[config.mk]
export PLATFORM = sky130hd
export DESIGN_NAME = issue_scoreboard
export DESIGN_NICKNAME = d
export VERILOG_FILES = /design/src/rtl/issue_scoreboard.sv
export SDC_FILE = /design/constraint.sdc
export NUM_CORES = 1
export LEC_CHECK = 0
export ABC_CLOCK_PERIOD_IN_PS = 6200
export BUFFER_PORTS_ARGS = -buffer_cell sky130_fd_sc_hd__buf_2
export CELL_PAD_IN_SITES_DETAIL_PLACEMENT = 0
export CELL_PAD_IN_SITES_GLOBAL_PLACEMENT = 1
export CORE_MARGIN = 1
export CORE_UTILIZATION = 50
export DETAILED_ROUTE_END_ITERATION = 7
export GPL_TIMING_DRIVEN = 0
export HOLD_SLACK_MARGIN = 0.15
export PLACE_DENSITY = 0.84
export SETUP_SLACK_MARGIN = 0.15
export SLEW_MARGIN = 0
export SYNTH_ARGS = -nofsm -noshare
export SYNTH_HDL_FRONTEND = slang
export SYNTH_SLANG_ARGS = --single-unit
[constraint.sdc]
create_clock -name clk -period 6.2 [get_ports clk]
set_input_delay 0.31 -clock clk [delete_from_list [all_inputs] [get_ports clk]]
set_output_delay 0.31 -clock clk [all_outputs]
set_load 0.02 [all_outputs]
[src/rtl/issue_scoreboard.sv]
// issue_scoreboard: per-register ready countdowns beside ID, ID stall
// generation and sequencing of the single shared iterative divider.
// Optional performance counters are built when SCOREBOARD_PERF_EN is defined.
module issue_scoreboard #(
  parameter int CNT_W    = 3,
  parameter int LOAD_LAT = 2,
  parameter int MUL_LAT  = 3,
  parameter int NREG     = 32
) (
  input  logic            clk,
  input  logic            rst_n,
  input  logic            flush,
  input  logic            ex_stall,
  input  logic            id_valid,
  input  logic [4:0]      id_rs1,
  input  logic [4:0]      id_rs2,
  input  logic            id_use_rs1,
  input  logic            id_use_rs2,
  input  logic            id_rf_we,
  input  logic [4:0]      id_rd,
  input  logic [1:0]      id_class,
  input  logic            div_done,
  output logic            id_ready,
  output logic            stallreq_id,
  output logic            issue_fire,
  output logic            div_busy,
`ifdef SCOREBOARD_PERF_EN
  output logic [31:0]     perf_raw_stall,
  output logic [31:0]     perf_div_stall,
  output logic [31:0]     perf_issue,
`endif
  output logic [NREG-1:0] pend_vec
);

  typedef enum logic {S_IDLE = 1'b0, S_BUSY = 1'b1} div_state_e;

  localparam logic [1:0]       CLS_ALU  = 2'd0;
  localparam logic [1:0]       CLS_LOAD = 2'd1;
  localparam logic [1:0]       CLS_MUL  = 2'd2;
  localparam logic [1:0]       CLS_DIV  = 2'd3;
  localparam logic [CNT_W-1:0] LOAD_INIT = CNT_W'(LOAD_LAT - 1);
  localparam logic [CNT_W-1:0] MUL_INIT  = CNT_W'(MUL_LAT - 1);

  logic [NREG-1:0][CNT_W-1:0] r_cnt;
  div_state_e                 r_state, w_state_nxt;
  logic [4:0]                 r_div_rd, w_div_rd_nxt;

  logic w_busy, w_raw1, w_raw2, w_struct, w_waw, w_raw, w_divh;
  logic w_wr_issue, w_div_issue;

  assign w_busy = (r_state == S_BUSY);

  // Pending: countdown still running, or the outstanding divide's destination.
  always_comb begin
    pend_vec = '0;
    for (int i = 1; i < NREG; i++)
      pend_vec[i] = (r_cnt[i] != '0) | (w_busy & (r_div_rd == 5'(i)));
  end

  // Hazard detection; a countdown reaching zero this cycle still blocks.
  assign w_raw1   = id_use_rs1 & (id_rs1 != 5'd0) & pend_vec[id_rs1];
  assign w_raw2   = id_use_rs2 & (id_rs2 != 5'd0) & pend_vec[id_rs2];
  assign w_struct = (id_class == CLS_DIV) & w_busy & ~div_done;
  assign w_waw    = id_rf_we & (id_rd != 5'd0) & w_busy & (id_rd == r_div_rd);
  assign w_raw    = w_raw1 | w_raw2;
  assign w_divh   = w_struct | w_waw;

  assign id_ready    = ~(w_raw | w_divh);
  assign stallreq_id = id_valid & ~id_ready;
  assign issue_fire  = id_valid & id_ready & ~ex_stall & ~flush;
  assign div_busy    = w_busy;

  assign w_wr_issue  = issue_fire & id_rf_we & (id_rd != 5'd0);
  assign w_div_issue = issue_fire & (id_class == CLS_DIV);

  // Per-register countdown: flush clears, issue loads, otherwise decrement unless stalled.
  always_ff @(posedge clk) begin
    r_cnt[0] <= '0;
    for (int i = 1; i < NREG; i++) begin
      if (!rst_n || flush)
        r_cnt[i] <= '0;
      else if (w_wr_issue && (id_rd == 5'(i))) begin
        case (id_class)
          CLS_LOAD: r_cnt[i] <= LOAD_INIT;
          CLS_MUL:  r_cnt[i] <= MUL_INIT;
          default:  r_cnt[i] <= '0;
        endcase
      end else if (!ex_stall && (r_cnt[i] != '0))
        r_cnt[i] <= r_cnt[i] - 1'b1;
    end
  end

  // Divider FSM state and destination register.
  always_ff @(posedge clk) begin
    if (!rst_n) begin
      r_state  <= S_IDLE;
      r_div_rd <= '0;
    end else begin
      r_state  <= w_state_nxt;
      r_div_rd <= w_div_rd_nxt;
    end
  end

  // Divider next state: a new divide wins over a same-cycle completion.
  always_comb begin
    w_state_nxt  = r_state;
    w_div_rd_nxt = r_div_rd;
    if (flush) begin
      w_state_nxt  = S_IDLE;
      w_div_rd_nxt = '0;
    end else if (w_div_issue) begin
      w_state_nxt  = S_BUSY;
      w_div_rd_nxt = (id_rf_we && id_rd != 5'd0) ? id_rd : 5'd0;
    end else if (w_busy && div_done) begin
      w_state_nxt  = S_IDLE;
      w_div_rd_nxt = '0;
    end
  end

`ifdef SCOREBOARD_PERF_EN
  logic [31:0] r_perf_raw, r_perf_div, r_perf_iss;

  // Saturating event counters; survive flush, cleared only by reset.
  always_ff @(posedge clk) begin
    if (!rst_n) begin
      r_perf_raw <= '0;
      r_perf_div <= '0;
      r_perf_iss <= '0;
    end else begin
      if (id_valid && w_raw && r_perf_raw != 32'hFFFF_FFFF) r_perf_raw <= r_perf_raw + 1'b1;
      if (id_valid && w_divh && r_perf_div != 32'hFFFF_FFFF) r_perf_div <= r_perf_div + 1'b1;
      if (issue_fire && r_perf_iss != 32'hFFFF_FFFF) r_perf_iss <= r_perf_iss + 1'b1;
    end
  end

  assign perf_raw_stall = r_perf_raw;
  assign perf_div_stall = r_perf_div;
  assign perf_issue     = r_perf_iss;
`endif

endmodule
==> impl_metrics.tcl, run 1 <==
set metrics [dict create \
    hold_buffers 0 \
    worstPathCellList "inv_1 > ha_1 > nor2b_1 > o21ai_0 > mux4_2 > nand3_1 > nand4_1 > nor4_4 > buf_2 > nand2_1 > and2_1 > buf_2" \
    cpMaxStageDelayCell "mux4_2" \
    layout_setup_ws_ns 2.43 \
    seq_area_um2 1980 \
    post_cts_buffers 0 \
    cp_slowest_stage_delay_ns 0.52 \
    vdd_ir_drop_max_mv 0.120 \
    synth_top_cells_by_count "nand2_1, dfxtp_1, mux2i_1, inv_1, nor2_1" \
    status "complete, no violations" \
    max_freq_mhz 265 \
    rrSetupSlack_ns 2.85 \
    drv_cap 0 \
    netlist_area_um2 7340 \
    drt_iter0_markers 533 \
    antenna_left 0 \
    die_area_um2 15200 \
    ys_seq_area_share_pct 27.0 \
    cp.buffers_inverters 3 \
    grt_usage_pct 28.5 \
    relSlewSlack_pct 51.3 \
    detail_route.wirelength_mm 21.0 \
    worstPathArrival_ns 3.46 \
    fill_cells 1370 \
    cts_made_buffers 9 \
    root_buffer "clkbuf_16" \
    clockPowerShare_pct 43.1 \
    leakage_nw 3.65 \
    core_area_um2 14100 \
    drive_gt1_share_pct 12.8 \
    cp_top_family "simple AND/OR/NAND/NOR gates" \
    dpl_worst_slack_ns 2.80 \
    grt_max_degree 17 \
    vias 6618 \
    async_flop_share_pct 0 \
    setup-violations-final 0 \
    ys_warn_count 0 \
    p_per_area_nw_per_um2 165 \
    whs_ns 0.265 \
    tightestPinTransition_ns 0.730 \
    clock_tree.buffer_depth 2 \
    synth_cells 893 \
    critical_path_depth 12 \
    drc_errors 0 \
    synth_fp_nets 981 \
    seq_power_share_pct 47.3 \
    grt_pass1_wl_mm 32.3 \
    ios 62 \
    stdcell_count 1147 \
    rsz0062_at_grt "no" \
    port_buffers 58 \
    cp_max_fo 10 \
    netlist.area_leader.share_pct 27.0 \
    pwr-share-comb_pct 9.7 \
    syn_avg_cell_area_um2 8.22 \
    synth_flop_cell "dfxtp_1" \
    clk_latency_ns 0.36 \
    path_clk_slew_ns 0.07 \
    slew_viol_final 0 \
    diodes 0 \
    end_kind "output pin" \
    postPlaceCellArea_um2 7860 \
    fin_tns_setup_ns 0 \
    skew_ns 0.00815 \
    multi_input_area_um2 4880 \
    grt.overflow.total 0 \
    p_int_mw 0.989 \
    syn2layout_area_growth_pct 11.0 \
    htree_levels 3 \
    reg2reg_depth 11 \
    fp.dieW_um 123 \
    wire_per_inst_um 18.3 \
    start_util_pct 52.1 \
    synth.most_common_cell "nand2_1" \
    cts_tree "done" \
    period_needed_ns 3.77 \
    postCtsResizedCells 0 \
    dp_cells 1131 \
    cp_common_cell "buf_2" \
    finalHoldViolCount 0 \
    place.gp.congestion 0.942 \
    yosysUniqueCellTypes 64 \
    drtPass1Iterations 5 \
    rows 43 \
    r2r-start "r_cnt[54]" \
    chipHeight_um 123 \
    hold_path_startpoint "id_rd[0]" \
    nets 1050 \
    cp-start-kind "flip-flop" \
    synth-edff-count 0 \
    hp-class "in2reg" \
    fin_crit_sh_pct 60.9 \
    synth_area_leaders "dfxtp_1, ha_1, mux2i_1" \
    antenna_found_initial 0 \
    netSwitchingFraction_pct 26.5 \
    hpwl_mm 15.6 \
    clock-sinks 99 \
    grt_pass1_vias 5954 \
    ys_ff_latch 99 \
    rr_endpoint "r_cnt[17]" \
    yosysTopAreaCell "dfxtp_1" \
    crit_path_end "stallreq_id" \
    crit_type "reg2out" \
    crit_required_ns 5.89 \
    post-route-cell-area_um2 8150 \
    power_switching_mw 0.357 \
    viasPerCell 5.77 \
    startpoint "r_cnt[57]" \
]
[area by class of cell]
cell class	instances	area share (%)
repair buffers	58	3.56
clock buffers	10	2.81
clock inverters	6	0.798
well taps	180	2.76
plain buffers	49	2.59
flip-flops and latches	99	24.3
multi-input cells	674	59.9
inverters	71	3.27
[how the worst min path moves through the flow]
| stage | end | depth (start not counted) |
|---|---|---|
| CTS | r_div_rd[0] | 3 |
| finish | r_div_rd[0] | 3 |
| floorplan | r_div_rd[0] | 2 |
| detailed placement | r_cnt[73] | 2 |
| global placement | r_cnt[82] | 2 |
| global route | r_div_rd[0] | 3 |
[metal layers]
metal  part of all wire [%]  up-vias  wire length (µm)  GRT usage (%)
li1                       -     3226                 -              -
met1                     47     3113              9750           39.2
met2                     44      248              9170           44.8
met3                    7.9       31              1650           5.49
met4                    1.9        0               391           8.66
met5                      0        -                 0              0
[kinds of logic after synthesis]
group | share of synthesized area (%)
XOR/XNOR | 5.96
flip-flops | 27.0
multiplexers | 13.9
adder cells (fa/ha/maj) | 10.6
AO/OA/AOI/OAI | 10.4
other | 0.0511
buffers and inverters | 6.51
AND/OR/NAND/NOR | 25.7
[worst min-delay path, delay by kind of cell]
family,cells,cell delay [ns]
and+or+nand+nor,1,0.07
muxes,1,0.06
buffers and inverters,1,0.13
[registers in the layout (all words and copies together) (netlist names)]
register  count
r_div_rd      5
r_cnt        93
div_busy      1
[power by group through the flow]
stage	Sequential (mW)	Combinational, mW	Clock (mW)
finish	0.636	0.130	0.580
global route	0.636	0.139	0.613
CTS	0.636	0.127	0.594
detailed placement	0.651	0.127	0
global placement	0.651	0.127	0
floorplan	0.651	0.0772	0
[per-stage QoR]
stage          util (%)  power (mW)
2_1_floorplan         -       0.728
3_3_place_gp       55.8       0.777
3_5_place_dp       55.8       0.777
4_1_cts            57.8        1.36
5_1_grt            57.8        1.39
6_report           57.8        1.35
[cell usage in the layout, fill, tap and decap left out, types with 2 or more instances in the layout]
cell type,count
a21oi_1,6
a311o_1,3
a31oi_1,4
a32oi_1,4
and2_1,7
and3_1,38
and3b_1,2
buf_1,2
buf_2,74
buf_4,2
clkbuf_1,30
clkbuf_16,9
clkinv_2,2
dfxtp_1,99
ha_1,62
inv_1,70
mux2_2,22
mux2i_1,75
nand2_1,109
nand2b_1,8
nand3_1,9
nand3b_1,3
nand4_1,38
nand4b_1,3
nor2_1,66
nor2b_1,55
nor3_1,4
nor3b_1,4
o2111ai_1,2
o211a_1,2
o211ai_1,41
o21ai_0,20
o21ai_1,3
o221ai_1,4
or2_2,2
xnor2_1,49
Note: power is estimated with default switching activity, not from simulation.
==> inputs of run 2 (changes only) <==
ABC_CLOCK_PERIOD_IN_PS = 3800   (was 6200)
CORE_UTILIZATION = 46   (was 50)
PLACE_DENSITY = 0.78   (was 0.84)
clock period = 3.8 ns   (was 6.2 ns; I/O delays follow)
==> run 2 against run 1 <==
Effect of this change: clock skew up 0.0045 ns; sequential share of layout area down 0.17 points; flip-flop and latch count unchanged; sequential power up 64%; design area up 0.72%; clock power up 52%; largest power group unchanged; die area up 8.6%; worst setup slack worse by 2.1 ns.
==> impl_metrics.tcl, run 2 (synthesis gave the netlist of run 1 again) <==
set metrics [dict create \
    status "complete, no violations" \
    syn2layout_area_growth_pct 11.8 \
    hold_buffers 0 \
    antenna_left 0 \
    cts_tree "done" \
    drive_gt1_share_pct 14.0 \
    cp_max_fo 10 \
    mostFrequentLayoutCells "nand2_1, dfxtp_1, mux2i_1" \
    core_area_um2 15400 \
    finalHoldViolCount 0 \
    antenna_found_initial 1 \
    leakage_nw 3.67 \
    crit_required_ns 3.61 \
    relSlewSlack_pct 53.2 \
    end_kind "output pin" \
    largest_register_ffs 93 \
    worstPathCellList "inv_1 > ha_1 > nor2b_2 > o21ai_0 > mux4_2 > nand3_1 > nand4_1 > nor4_4 > buf_2 > nand2_1 > and2_1 > buf_2" \
    cpMaxStageDelayCell "mux4_2" \
    wire_per_inst_um 17.9 \
    start_util_pct 47.8 \
    regMostFlops "r_cnt" \
    clock_tree.buffer_depth 2 \
    drv_cap 0 \
    crit_path_end "stallreq_id" \
    rr_endpoint "r_cnt[35]" \
    p_per_area_nw_per_um2 259 \
    clock-sinks 99 \
    grt.overflow.total 0 \
    crit_type "reg2out" \
    cts_made_buffers 9 \
    period_needed_ns 3.49 \
    drtPass1Iterations 5 \
    setup-violations-final 0 \
    max_freq_mhz 287 \
    grt_pass1_vias 6041 \
    reg2reg_depth 11 \
    cp_top_family "simple AND/OR/NAND/NOR gates" \
    cp-start-kind "flip-flop" \
    skew_ns 0.0127 \
    p_int_mw 1.55 \
    fp.dieW_um 128 \
    seq_area_um2 1980 \
    pwr-share-comb_pct 9.8 \
    detail_route.wirelength_mm 21.1 \
    slew_viol_final 0 \
    cp_common_cell "buf_2" \
    port_buffers 58 \
    fill_cells 1481 \
    clockPowerShare_pct 41.4 \
    fin_util_pct 53.4 \
    clk_latency_ns 0.36 \
    rsz0062_at_grt "no" \
    place.gp.congestion 0.894 \
    root_buffer "clkbuf_16" \
    nets 1051 \
    diodes 0 \
    r2r-start "r_cnt[60]" \
    netSwitchingFraction_pct 27.1 \
    worstPathArrival_ns 3.30 \
    die_area_um2 16500 \
    rrSetupSlack_ns 0.31 \
    cp.buffers_inverters 3 \
    drc_errors 0 \
    htree_levels 3 \
    drt_iter0_markers 509 \
    grt_max_degree 18 \
    path_clk_slew_ns 0.07 \
    viasPerCell 5.49 \
    vdd_ir_drop_max_mv 0.202 \
    cp_slowest_stage_delay_ns 0.52 \
    chipHeight_um 128 \
    hpwl_mm 16.1 \
    vias 6472 \
    multi_input_area_um2 4910 \
    worstHoldPathCells 3 \
    ios 62 \
    rows 45 \
    fin_crit_sh_pct 91.8 \
    critical_path_depth 12 \
    hp-class "in2reg" \
    startpoint "r_cnt[51]" \
    grt_pass1_wl_mm 33.3 \
    tightestPinTransition_ns 0.702 \
    seq_power_share_pct 48.7 \
    fin_tns_setup_ns 0 \
    grt_usage_pct 26.6 \
    final_common_cell "nand2_1" \
    power_switching_mw 0.576 \
]
## run 2: changes by cell type in the layout (fill, tap and decap cells not counted), sizes merged
cell and delta:
bufinv -1, clkinvlp +2, inv +1, clkinv -2, buf +1
## run 2: worst min-delay path: stages
cell     delay [ns]
buf_2          0.14
nand3_1        0.07
mux2i_1        0.06
## run 2: what timing repair did
item	CTS	global route
gates resized for setup	2	14
setup buffers	0	1
endpoints found under the setup margin	2	13
pin swaps	0	1
gates cloned	0	0
## run 2: power by group through the flow
stage | clock [mW] | sequential, mW | combinational, mW
final | 0.882 | 1.04 | 0.209
after global routing | 0.941 | 1.04 | 0.226
after floorplan | 0 | 1.06 | 0.126
after CTS | 0.902 | 1.04 | 0.205
after global placement | 0 | 1.06 | 0.206
after detailed placement | 0 | 1.06 | 0.204
## run 2: metrics by stage
step	hold slack [ns]	instances	setup slack [ns]	total power, mW	area [µm²]
2_1_floorplan	0.341	893	0.761	1.19	7340
3_5_place_dp	0.529	1162	0.375	1.27	7900
3_3_place_gp	0.530	1162	0.405	1.27	7900
4_1_cts	0.161	1178	0.154	2.14	8180
5_1_grt	0.192	1179	0.151	2.20	8210
6_report	0.168	1179	0.313	2.13	8210
## run 2: metal layers
metal	wire (µm)	part of all wire (%)	GRT usage (%)	vias up
met3	1190	5.6	3.45	29
met1	10300	49	37.3	3019
met2	9300	44	42.7	200
met4	349	1.7	7.20	0
li1	-	-	-	3224
met5	0	0	0	-
## run 2: area by class of cell
cell class                      instances  area share [%]
Multi-Input combinational cell        674            59.8
Sequential cell                        99            24.1
Timing Repair Buffer                   59            3.63
Inverter                               71            3.24
Tap cell                              211            3.21
Clock buffer                           10            2.79
Buffer                                 49            2.61
Clock inverter                          6           0.594
## run 2: worst min-delay path by stage
stage,start,to
6_report,id_rd[0],r_div_rd[0]
5_1_grt,id_rd[0],r_div_rd[0]
4_1_cts,id_rd[1],r_div_rd[1]
3_5_place_dp,id_rd[1],r_div_rd[1]
3_3_place_gp,id_rd[1],r_div_rd[1]
2_1_floorplan,id_rd[0],r_div_rd[0]
==> inputs of run 3 (changes only) <==
REMOVE_ABC_BUFFERS = 1   (was default)
==> run 3 against run 2 <==
Effect of this change: maximum frequency increased by 1.8%; die area did not move; non-clock buffer count shrank 32; routed wire length fell by 0.97%; register-to-register slack better by 0.27 ns; clock skew down 0.0042 ns; critical endpoint is now issue_fire; largest power group unchanged; worst setup slack gained 0.061 ns; core utilization increased by 0.41 points; clock power barely moved; via count up 2.3%; count of clock-buffer cells in the layout did not move; combinational power grew 3%.
==> impl_metrics.tcl, run 3 (synthesis gave the netlist of run 1 again) <==
set metrics [dict create \
    status "complete, no violations" \
    largest_register_ffs 93 \
    hpwl_mm 15.4 \
    htree_levels 3 \
    max_freq_mhz 292 \
    crit_required_ns 3.61 \
    worstHoldPathCells 3 \
    drv_cap 0 \
    start_util_pct 47.8 \
    die_area_um2 16500 \
    finalHoldViolCount 0 \
    reg2reg_depth 9 \
    vdd_ir_drop_max_mv 0.201 \
    syn2layout_area_growth_pct 12.7 \
    cts_tree "done" \
    grt.overflow.total 0 \
    detail_route.wirelength_mm 20.9 \
    period_needed_ns 3.43 \
    cp.buffers_inverters 2 \
    final_common_cell "nand2_1" \
    fp.dieW_um 128 \
    fin_crit_sh_pct 90.2 \
    drive_gt1_share_pct 14.2 \
    cpMaxStageDelayCell "dfxtp_2" \
    cp_slowest_stage_delay_ns 0.52 \
    grt_pass1_wl_mm 34.0 \
    hold_end "r_div_rd[3]" \
    drtPass1Iterations 4 \
    tightestPinTransition_ns 1.19 \
    end_kind "output pin" \
    worstPathCellList "or2_1 > o21ai_1 > mux4_2 > nand3_1 > nand4_1 > nor4_4 > buf_8 > nand2_1 > nor2_1 > buf_2" \
    grt_max_degree 52 \
    antenna_left 0 \
    drt_iter0_markers 363 \
    wire_per_inst_um 18.2 \
    leakage_nw 3.66 \
    clock-sinks 99 \
    crit_type "reg2out" \
    slew_viol_final 0 \
    hp-class "in2reg" \
    cp_max_fo 20 \
    rows 45 \
    p_per_area_nw_per_um2 258 \
    setup-violations-final 0 \
    mostFrequentLayoutCells "nand2_1, dfxtp_1, mux2i_1" \
    rr_endpoint "r_cnt[65]" \
    clk_latency_ns 0.36 \
    ios 62 \
    hold_path_startpoint "id_rf_we" \
    diodes 0 \
    fin_util_pct 53.8 \
    rsz0062_at_grt "yes" \
    grt_pass1_vias 6565 \
    rrSetupSlack_ns 0.58 \
    antenna_found_initial 0 \
    regMostFlops "r_cnt" \
    core_area_um2 15400 \
    skew_ns 0.00845 \
    relSlewSlack_pct 20.4 \
    worstPathArrival_ns 3.24 \
    root_buffer "clkbuf_16" \
    grt_usage_pct 26.9 \
    path_clk_slew_ns 0.07 \
    r2r-start "r_div_rd[0]" \
    viasPerCell 5.77 \
    clock_tree.buffer_depth 2 \
    design_power_total_mw 2.13 \
    chipHeight_um 128 \
    port_buffers 60 \
    cp-start-kind "flip-flop" \
    nets 1020 \
    place.gp.congestion 0.929 \
    vias 6619 \
    cts_made_buffers 9 \
    drc_errors 0 \
    cp_top_family "simple AND/OR/NAND/NOR gates" \
]
==> run 3: through the flow <==
| stage | area (µm²) | setup slack, ns | hold slack, ns | cells | TNS (ns) |
|---|---|---|---|---|---|
| 2_1_floorplan | 7130 | -1.08 | 0.341 | 844 | -61.52 |
| 3_3_place_gp | 7700 | -4.59 | 0.498 | 1115 | -332.80 |
| 3_5_place_dp | 7820 | -0.301 | 0.508 | 1120 | -13.92 |
| 4_1_cts | 8210 | 0.158 | 0.157 | 1147 | 0 |
| 5_1_grt | 8280 | 0.132 | 0.184 | 1148 | 0 |
| 6_report | 8280 | 0.374 | 0.174 | 1148 | 0 |
==> run 3: power breakdown <==
group | switching [mW] | leakage (nW) | internal, mW
clock | 0.419 | 0.139 | 0.462
combinational | 0.143 | 2.72 | 0.0715
sequential | 0.000869 | 0.800 | 1.04
==> run 3: how the worst max path moves through the flow <==
stage | slack, ns | startpoint | cells past startpoint | to
2_1_floorplan | -1.08 | flush | 3 | r_cnt[12]
3_3_place_gp | -4.59 | rst_n | 4 | r_cnt[69]
3_5_place_dp | -0.30 | r_div_rd[1] | 8 | r_cnt[47]
4_1_cts | 0.16 | r_div_rd[2] | 10 | stallreq_id
5_1_grt | 0.13 | div_busy | 10 | stallreq_id
6_report | 0.37 | r_div_rd[0] | 10 | issue_fire
==> run 3: worst reg2reg max path, stage by stage (launching register included) <==
cell and delay (ns):
dfxtp_2 0.52, or2_1 0.39, o21ai_1 0.25, o211ai_1 0.22, a21oi_1 0.10, o2111ai_2 0.52, nor3b_4 0.35, buf_4 0.24
nand4_1 0.23, and3_1 0.30
==> run 3: cell type report <==
cell class	count	area, µm²
flip-flops and latches	99	1990
well taps	211	264
fillers	1463	7100
multi-input cells	675	4950
clock buffers	10	239
repair buffers	76	520
clock inverters	6	40.0
inverters	71	267
==> run 3: per-layer routing <==
metal  global-route usage (%)  share of wire, %  vias up
met3                     4.16               6.4       46
met4                     12.7               3.7        0
met1                     34.7                45     3177
met2                     43.9                45      234
met5                        0                 0        -
li1                         -                 -     3162
==> run 3: timing repair <==
| item | 4_1_cts | 5_1_grt |
|---|---|---|
| setup endpoints to repair | 102 | 36 |
| hold buffers | 6 | 0 |
| pin swaps | 1 | 1 |
| gates cloned | 1 | 0 |
| resized for setup | 4 | 17 |
| buffers inserted | 4 | 1 |
| endpoints found under the hold margin | 3 | 0 |
